`config.mk`:
```
export PLATFORM = sky130hd
export DESIGN_NAME = router_in_arb_flat
export DESIGN_NICKNAME = d
export VERILOG_FILES = /design/src/rtl/router_in_arb_if.sv /design/src/rtl/router_in_arb.sv /design/src/flat_wrapper.sv
export SDC_FILE = /design/constraint.sdc
export NUM_CORES = 1
export LEC_CHECK = 0
export ABC_AREA = 1
export CAP_MARGIN = 20
export CORE_MARGIN = 2
export CORE_UTILIZATION = 31
export DETAILED_ROUTE_END_ITERATION = 12
export MAX_ROUTING_LAYER = met4
export PLACE_DENSITY = 0.84
export SLEW_MARGIN = 10
export SYNTH_ARGS = -nofsm -noshare
export SYNTH_HDL_FRONTEND = slang
export SYNTH_SLANG_ARGS = --single-unit
export TNS_END_PERCENT = 50
```
`constraint.sdc`:
```
create_clock -name clock -period 1.1 [get_ports clock]
set_input_delay 0.22 -clock clock [delete_from_list [all_inputs] [get_ports clock]]
set_output_delay 0.22 -clock clock [all_outputs]
set_load 0.005 [all_outputs]
```
`src/rtl/router_in_arb_if.sv`:
```
// Handshake bundle between three packet sources, the input arbiter and the router input port.
`timescale 1ns/1ps
interface router_in_arb_if;
    logic       src_valid_0;
    logic       src_valid_1;
    logic       src_valid_2;
    logic [7:0] src_data_0;
    logic [7:0] src_data_1;
    logic [7:0] src_data_2;
    logic       src_ready_0;
    logic       src_ready_1;
    logic       src_ready_2;
    logic       grant_0;
    logic       grant_1;
    logic       grant_2;
    logic       busy;
    logic [7:0] data_in;
    logic       pkt_valid;
    logic       arb_len_err;

    modport slave (
        input  src_valid_0, src_valid_1, src_valid_2,
        input  src_data_0, src_data_1, src_data_2,
        input  busy,
        output src_ready_0, src_ready_1, src_ready_2,
        output grant_0, grant_1, grant_2,
        output data_in, pkt_valid, arb_len_err
    );

    modport master (
        output src_valid_0, src_valid_1, src_valid_2,
        output src_data_0, src_data_1, src_data_2,
        output busy,
        input  src_ready_0, src_ready_1, src_ready_2,
        input  grant_0, grant_1, grant_2,
        input  data_in, pkt_valid, arb_len_err
    );
endinterface

```
`src/rtl/router_in_arb.sv`:
```
// Round-robin packet arbiter, 3 sources -> 1 router input; length check under ROUTER_ARB_LEN_CHECK_EN.
// Latency: grant registered one edge after request; data path is a combinational mux while granted.
// Backpressure: busy stalls the granted source (src_ready low); other sources wait, never dropped.
`timescale 1ns/1ps
module router_in_arb (
    input  logic            clock,
    input  logic            resetn,
    router_in_arb_if.slave  bus
);
    typedef enum logic [1:0] {IDLE, PASS, GAP} state_t;

    state_t     state;
    logic [2:0] grant;
    logic [1:0] ptr;
    logic [2:0] req;
    logic [2:0] pick;
    logic [1:0] next_ptr;
    logic [7:0] sel_data;
    logic       sel_valid;
    logic       in_pass;
    logic       xfer;

    assign req     = {bus.src_valid_2, bus.src_valid_1, bus.src_valid_0};
    assign in_pass = (state == PASS);
    assign xfer    = in_pass && !bus.busy;

    // First requester at or after ptr, wrapping mod 3.
    always_comb begin
        pick = 3'b000;
        case (ptr)
            2'd1: begin
                if (req[1])      pick = 3'b010;
                else if (req[2]) pick = 3'b100;
                else if (req[0]) pick = 3'b001;
            end
            2'd2: begin
                if (req[2])      pick = 3'b100;
                else if (req[0]) pick = 3'b001;
                else if (req[1]) pick = 3'b010;
            end
            default: begin
                if (req[0])      pick = 3'b001;
                else if (req[1]) pick = 3'b010;
                else if (req[2]) pick = 3'b100;
            end
        endcase
    end

    always_comb begin
        next_ptr = 2'd0;
        if (grant[0])      next_ptr = 2'd1;
        else if (grant[1]) next_ptr = 2'd2;
    end

    always_comb begin
        sel_data  = 8'h00;
        sel_valid = 1'b0;
        if (grant[0]) begin
            sel_data  = bus.src_data_0;
            sel_valid = bus.src_valid_0;
        end else if (grant[1]) begin
            sel_data  = bus.src_data_1;
            sel_valid = bus.src_valid_1;
        end else if (grant[2]) begin
            sel_data  = bus.src_data_2;
            sel_valid = bus.src_valid_2;
        end
    end

    always_ff @(posedge clock or negedge resetn) begin
        if (!resetn) begin
            state <= IDLE;
            grant <= 3'b000;
            ptr   <= 2'd0;
        end else begin
            case (state)
                IDLE: begin
                    if (|req) begin
                        grant <= pick;
                        state <= PASS;
                    end
                end
                PASS: begin
                    // A transfer with valid low is the parity byte: packet done.
                    if (xfer && !sel_valid) begin
                        grant <= 3'b000;
                        ptr   <= next_ptr;
                        state <= GAP;
                    end
                end
                GAP:     state <= IDLE;
                default: state <= IDLE;
            endcase
        end
    end

    assign bus.grant_0     = grant[0];
    assign bus.grant_1     = grant[1];
    assign bus.grant_2     = grant[2];
    assign bus.src_ready_0 = xfer && grant[0];
    assign bus.src_ready_1 = xfer && grant[1];
    assign bus.src_ready_2 = xfer && grant[2];
    assign bus.data_in     = in_pass ? sel_data : 8'h00;
    assign bus.pkt_valid   = in_pass && sel_valid;

`ifdef ROUTER_ARB_LEN_CHECK_EN
    logic [5:0] xfer_cnt;
    logic [5:0] hdr_len;
    logic       len_err;

    always_ff @(posedge clock or negedge resetn) begin
        if (!resetn) begin
            xfer_cnt <= 6'd0;
            hdr_len  <= 6'd0;
            len_err  <= 1'b0;
        end else begin
            len_err <= 1'b0;
            if (state == IDLE && (|req)) begin
                xfer_cnt <= 6'd0;
                hdr_len  <= 6'd0;
            end else if (xfer) begin
                if (sel_valid) begin
                    if (xfer_cnt == 6'd0)
                        hdr_len <= sel_data[7:2];
                    if (xfer_cnt != 6'd63)
                        xfer_cnt <= xfer_cnt + 6'd1;
                end else begin
                    // Header plus hdr_len payload bytes must precede parity.
                    len_err <= ({1'b0, xfer_cnt} != ({1'b0, hdr_len} + 7'd1));
                end
            end
        end
    end

    assign bus.arb_len_err = len_err;
`else
    assign bus.arb_len_err = 1'b0;
`endif
endmodule

```
`src/flat_wrapper.sv`:
```
// flat-port wrapper written by rule: the top's interface ports become plain ports
module router_in_arb_flat 
  (clock, resetn, bus_src_valid_0, bus_src_valid_1, bus_src_valid_2, bus_src_data_0, bus_src_data_1, bus_src_data_2, bus_busy, bus_src_ready_0, bus_src_ready_1, bus_src_ready_2, bus_grant_0, bus_grant_1, bus_grant_2, bus_data_in, bus_pkt_valid, bus_arb_len_err);
  router_in_arb_if bus_i ();
  input  logic clock;
  input  logic resetn;
  input wire logic [$bits(bus_i.src_valid_0)-1:0] bus_src_valid_0;
  input wire logic [$bits(bus_i.src_valid_1)-1:0] bus_src_valid_1;
  input wire logic [$bits(bus_i.src_valid_2)-1:0] bus_src_valid_2;
  input wire logic [$bits(bus_i.src_data_0)-1:0] bus_src_data_0;
  input wire logic [$bits(bus_i.src_data_1)-1:0] bus_src_data_1;
  input wire logic [$bits(bus_i.src_data_2)-1:0] bus_src_data_2;
  input wire logic [$bits(bus_i.busy)-1:0] bus_busy;
  output wire logic [$bits(bus_i.src_ready_0)-1:0] bus_src_ready_0;
  output wire logic [$bits(bus_i.src_ready_1)-1:0] bus_src_ready_1;
  output wire logic [$bits(bus_i.src_ready_2)-1:0] bus_src_ready_2;
  output wire logic [$bits(bus_i.grant_0)-1:0] bus_grant_0;
  output wire logic [$bits(bus_i.grant_1)-1:0] bus_grant_1;
  output wire logic [$bits(bus_i.grant_2)-1:0] bus_grant_2;
  output wire logic [$bits(bus_i.data_in)-1:0] bus_data_in;
  output wire logic [$bits(bus_i.pkt_valid)-1:0] bus_pkt_valid;
  output wire logic [$bits(bus_i.arb_len_err)-1:0] bus_arb_len_err;
  assign bus_i.src_valid_0 = bus_src_valid_0;
  assign bus_i.src_valid_1 = bus_src_valid_1;
  assign bus_i.src_valid_2 = bus_src_valid_2;
  assign bus_i.src_data_0 = bus_src_data_0;
  assign bus_i.src_data_1 = bus_src_data_1;
  assign bus_i.src_data_2 = bus_src_data_2;
  assign bus_i.busy = bus_busy;
  assign bus_src_ready_0 = bus_i.src_ready_0;
  assign bus_src_ready_1 = bus_i.src_ready_1;
  assign bus_src_ready_2 = bus_i.src_ready_2;
  assign bus_grant_0 = bus_i.grant_0;
  assign bus_grant_1 = bus_i.grant_1;
  assign bus_grant_2 = bus_i.grant_2;
  assign bus_data_in = bus_i.data_in;
  assign bus_pkt_valid = bus_i.pkt_valid;
  assign bus_arb_len_err = bus_i.arb_len_err;
  router_in_arb u_core (.clock(clock), .resetn(resetn), .bus(bus_i));
endmodule
```
==> results.txt <==
Top Ports = 46
Placed wire-length estimate after detailed placement = 1880 µm
Placeable core area = 2000 µm²
Mux contribution to synthesized area = 0
Critical path arrival = 1.51 ns
Fraction of synthesized cell area in xor and xnor cells = 0
Switching power of the nets = 1.55 mW
Final antenna-violating net count = 0
Count of different cell masters after synthesis = 20
Number of H-tree levels = 1
Shortest clock period the worst path allows after layout = 1.73 ns
Maximum fanout count along the critical path = 3
Final estimated routing congestion in global placement = 0.792
FFs w/ async S/R, synth = 1.00
Peak clock frequency supported by timing = 578 MHz
Combinational group share of total power = 0.785
Post-Synthesis Cell Area = 677 µm²
Failing checks = setup timing
Internal power contribution = 1.88 mW
Worst-Skew Late Latency = 0.26 ns
TritonCTS clock tree = done
Root buffer selected by CTS = sky130_fd_sc_hd__clkbuf_4
Final clock skew = 0.00321 ns
Worst hold slack = 0.230 ns
Overall power consumption = 3.43 mW
Starting DRT DRC Count = 28
Proportion of synthesized chip area in sequential cells = 0.259
Share of the clock period used by the worst path = 1.57
Mean routed wirelength per cell = 14.4 µm
Residual DRC = 0
Number of detailed-routing iterations run before antenna repair = 4
Fraction of the mapped netlist area in compound gates = 0.126
Count of flip-flops with a built-in enable after synthesis = 0
Sequential power share = 0.145
Post-synthesis register bit count = 7
Layout cells sized above 1 = 0.413
Largest net degree at the start of global routing = 15
Area fraction in and, or, nand and nor cells after synthesis = 0.468
Number of buffers created by CTS = 3
Layout net count = 217
PnR worst setup slack = -0.629 ns
Post-cts hold buffer count = 0
Prevailing post-synth register cell = sky130_fd_sc_hd__dfrtp_1
Setup repair after global routing missed its margin = true
Chip height = 50.7 µm
Buffer depth of the longest clock path = 2
Number of inserted filler cells in the final layout = 139
Main combinational cell family by area after synthesis = simple AND/OR/NAND/NOR gates
Clock network power share = 0.070
Count of buffers inserted at the top-level ports = 44
Peak ir drop on the vdd network = 1610 µV
Startpoint Class = flop
Global-route wire length before repair = 4570 µm
Count of endpoints failing hold in the final timing report = 0
Most common cell after layout, fill and taps aside = sky130_fd_sc_hd__nand2_1
Vias per cell = 4.74
Drt total wl = 3030 µm
Synth Warn # = 0
Path category of the worst min-delay check = in2async
Number of rows created at floorplan = 16
Number of instances in the synthesized netlist = 106
Max-slew violations = 0
Crit path capture type = output port
LEAKAGE = 0.682 nW
Crit Path Category = reg2out
Area growth syn-to-layout = 118%
Mapped Avg Cell Area = 6.39 µm²
Vias in the first global route = 1,004
Die width = 50.7 µm
Run status = finished with violations
Total Die Area = 2570 µm²
Count of clock tree sinks = 7
Total Routing Usage GR = 0.244
Synthesized-area fraction occupied by adder cells = 0.0370
Initial Utilization = 0.338
CP Data Required Time = 0.88 ns
Number of max-capacitance violations reported = 0
Commonest non-fill, non-tap cells in the layout = sky130_fd_sc_hd__nand2_1 (31), sky130_fd_sc_hd__clkdlybuf4s50_1 (29), sky130_fd_sc_hd__buf_4 (19)
Total nets after synthesis = 138
Number of antenna diodes = 0
Overflow left after global routing = 0
Clock transition at the registers of the reported paths = 0.05 ns
Count of final setup violators = 20
Number of antenna violations at the first check in global routing = 0
Overall via count from detail_route = 1,001
Sw Share = 0.453
Power per Cell Area = 2320 nW/µm²
[power by group through the flow]
stage	logic, mW	registers, mW	clock network, mW
final	2.70	0.498	0.240
after global routing	2.90	0.510	0.255
after CTS	2.29	0.495	0.238
after detailed placement	1.94	0.486	0
after global placement	1.88	0.478	0
after floorplan	1.08	0.486	0
[synthesized netlist by cell type (3+ instances only)]
master	n	area (µm²)
sky130_fd_sc_hd__nand3_1	14	70.1
sky130_fd_sc_hd__nor2_1	7	26.3
sky130_fd_sc_hd__nand4_1	3	18.8
sky130_fd_sc_hd__nand2_1	33	124
sky130_fd_sc_hd__a31oi_1	8	50.1
sky130_fd_sc_hd__dfrtp_1	7	175
sky130_fd_sc_hd__a21oi_1	4	20.0
sky130_fd_sc_hd__buf_4	3	22.5
sky130_fd_sc_hd__inv_1	11	41.3
[worst paths after layout]
| kind | cells after the start | start | slack, ns | to |
|---|---|---|---|---|
| max in group asynchronous | 1 | resetn | 0.60 | u_core.grant[0] |
| hold reg to reg | 3 | u_core.grant[2] | 0.60 | u_core.grant[2] |
| setup / recovery | 7 | u_core.grant[0] | -0.63 | bus_data_in[5] |
| setup reg to reg | 10 | u_core.grant[1] | -0.32 | u_core.grant[0] |
| min in group clock | 3 | u_core.grant[2] | 0.60 | u_core.grant[2] |
| hold / removal | 1 | resetn | 0.23 | u_core.state[1] |
[critical path, cell delays in order (launching register included)]
cell and delay [ns]:
sky130_fd_sc_hd__dfrtp_2 0.43, sky130_fd_sc_hd__buf_6 0.14, sky130_fd_sc_hd__nor2_4 0.12, sky130_fd_sc_hd__buf_6 0.11, sky130_fd_sc_hd__buf_6 0.08, sky130_fd_sc_hd__nand2_1 0.05
sky130_fd_sc_hd__a31oi_1 0.17, sky130_fd_sc_hd__buf_2 0.16
[sequential cells by signal, summed over array words and instances (netlist names)]
register	cells
u_core.state	2
u_core.ptr	2
u_core.grant	3
[cell type report]
type	count	area (µm²)	share of cell area
repair buffers	75	658	0.445
repair inverters	1	6.26	0.00423
inverters	13	58.8	0.0398
flip-flops and latches	7	178	0.120
well taps	27	33.8	0.0229
multi-input cells	84	517	0.350
clock buffers	4	26.3	0.0178
[per-layer routing]
layer,part of all wire,global-route usage
met1,0.40,0.280
met2,0.54,0.419
met3,0.039,0.0565
met4,0.015,0.0766
met5,0,-
[metrics by stage]
stage,setup TNS [ns],setup slack [ns],util,cells,cell area [µm²]
after floorplan,-0.0824,-0.0241,-,106,718
after global placement,-8.51,-0.650,0.634,186,1270
after detailed placement,-9.11,-0.666,0.634,186,1270
after CTS,-6.73,-0.513,0.696,208,1390
after global routing,-8.82,-0.681,0.738,211,1480
final,-7.57,-0.629,0.738,211,1480
[cells by family (layout without fill, tap and decap cells)]
kind of cell / Yosys count / count (layout)
adders and majority gates: 2 / 2
DFF: 7 / 7
other: 1 / 1
buffers and inverters: 16 / 93
AOI/OAI and AO/OA: 15 / 15
and+or+nand+nor: 65 / 66
[what timing repair did]
action,4_1_cts,5_1_grt
gates resized for setup,68,20
buffers inserted,17,3
endpoints found under the setup margin,22,22
endpoints found under the hold margin,0,0
pin swaps,13,7
gates cloned,2,0
Note: power is estimated with default switching activity, not from simulation.
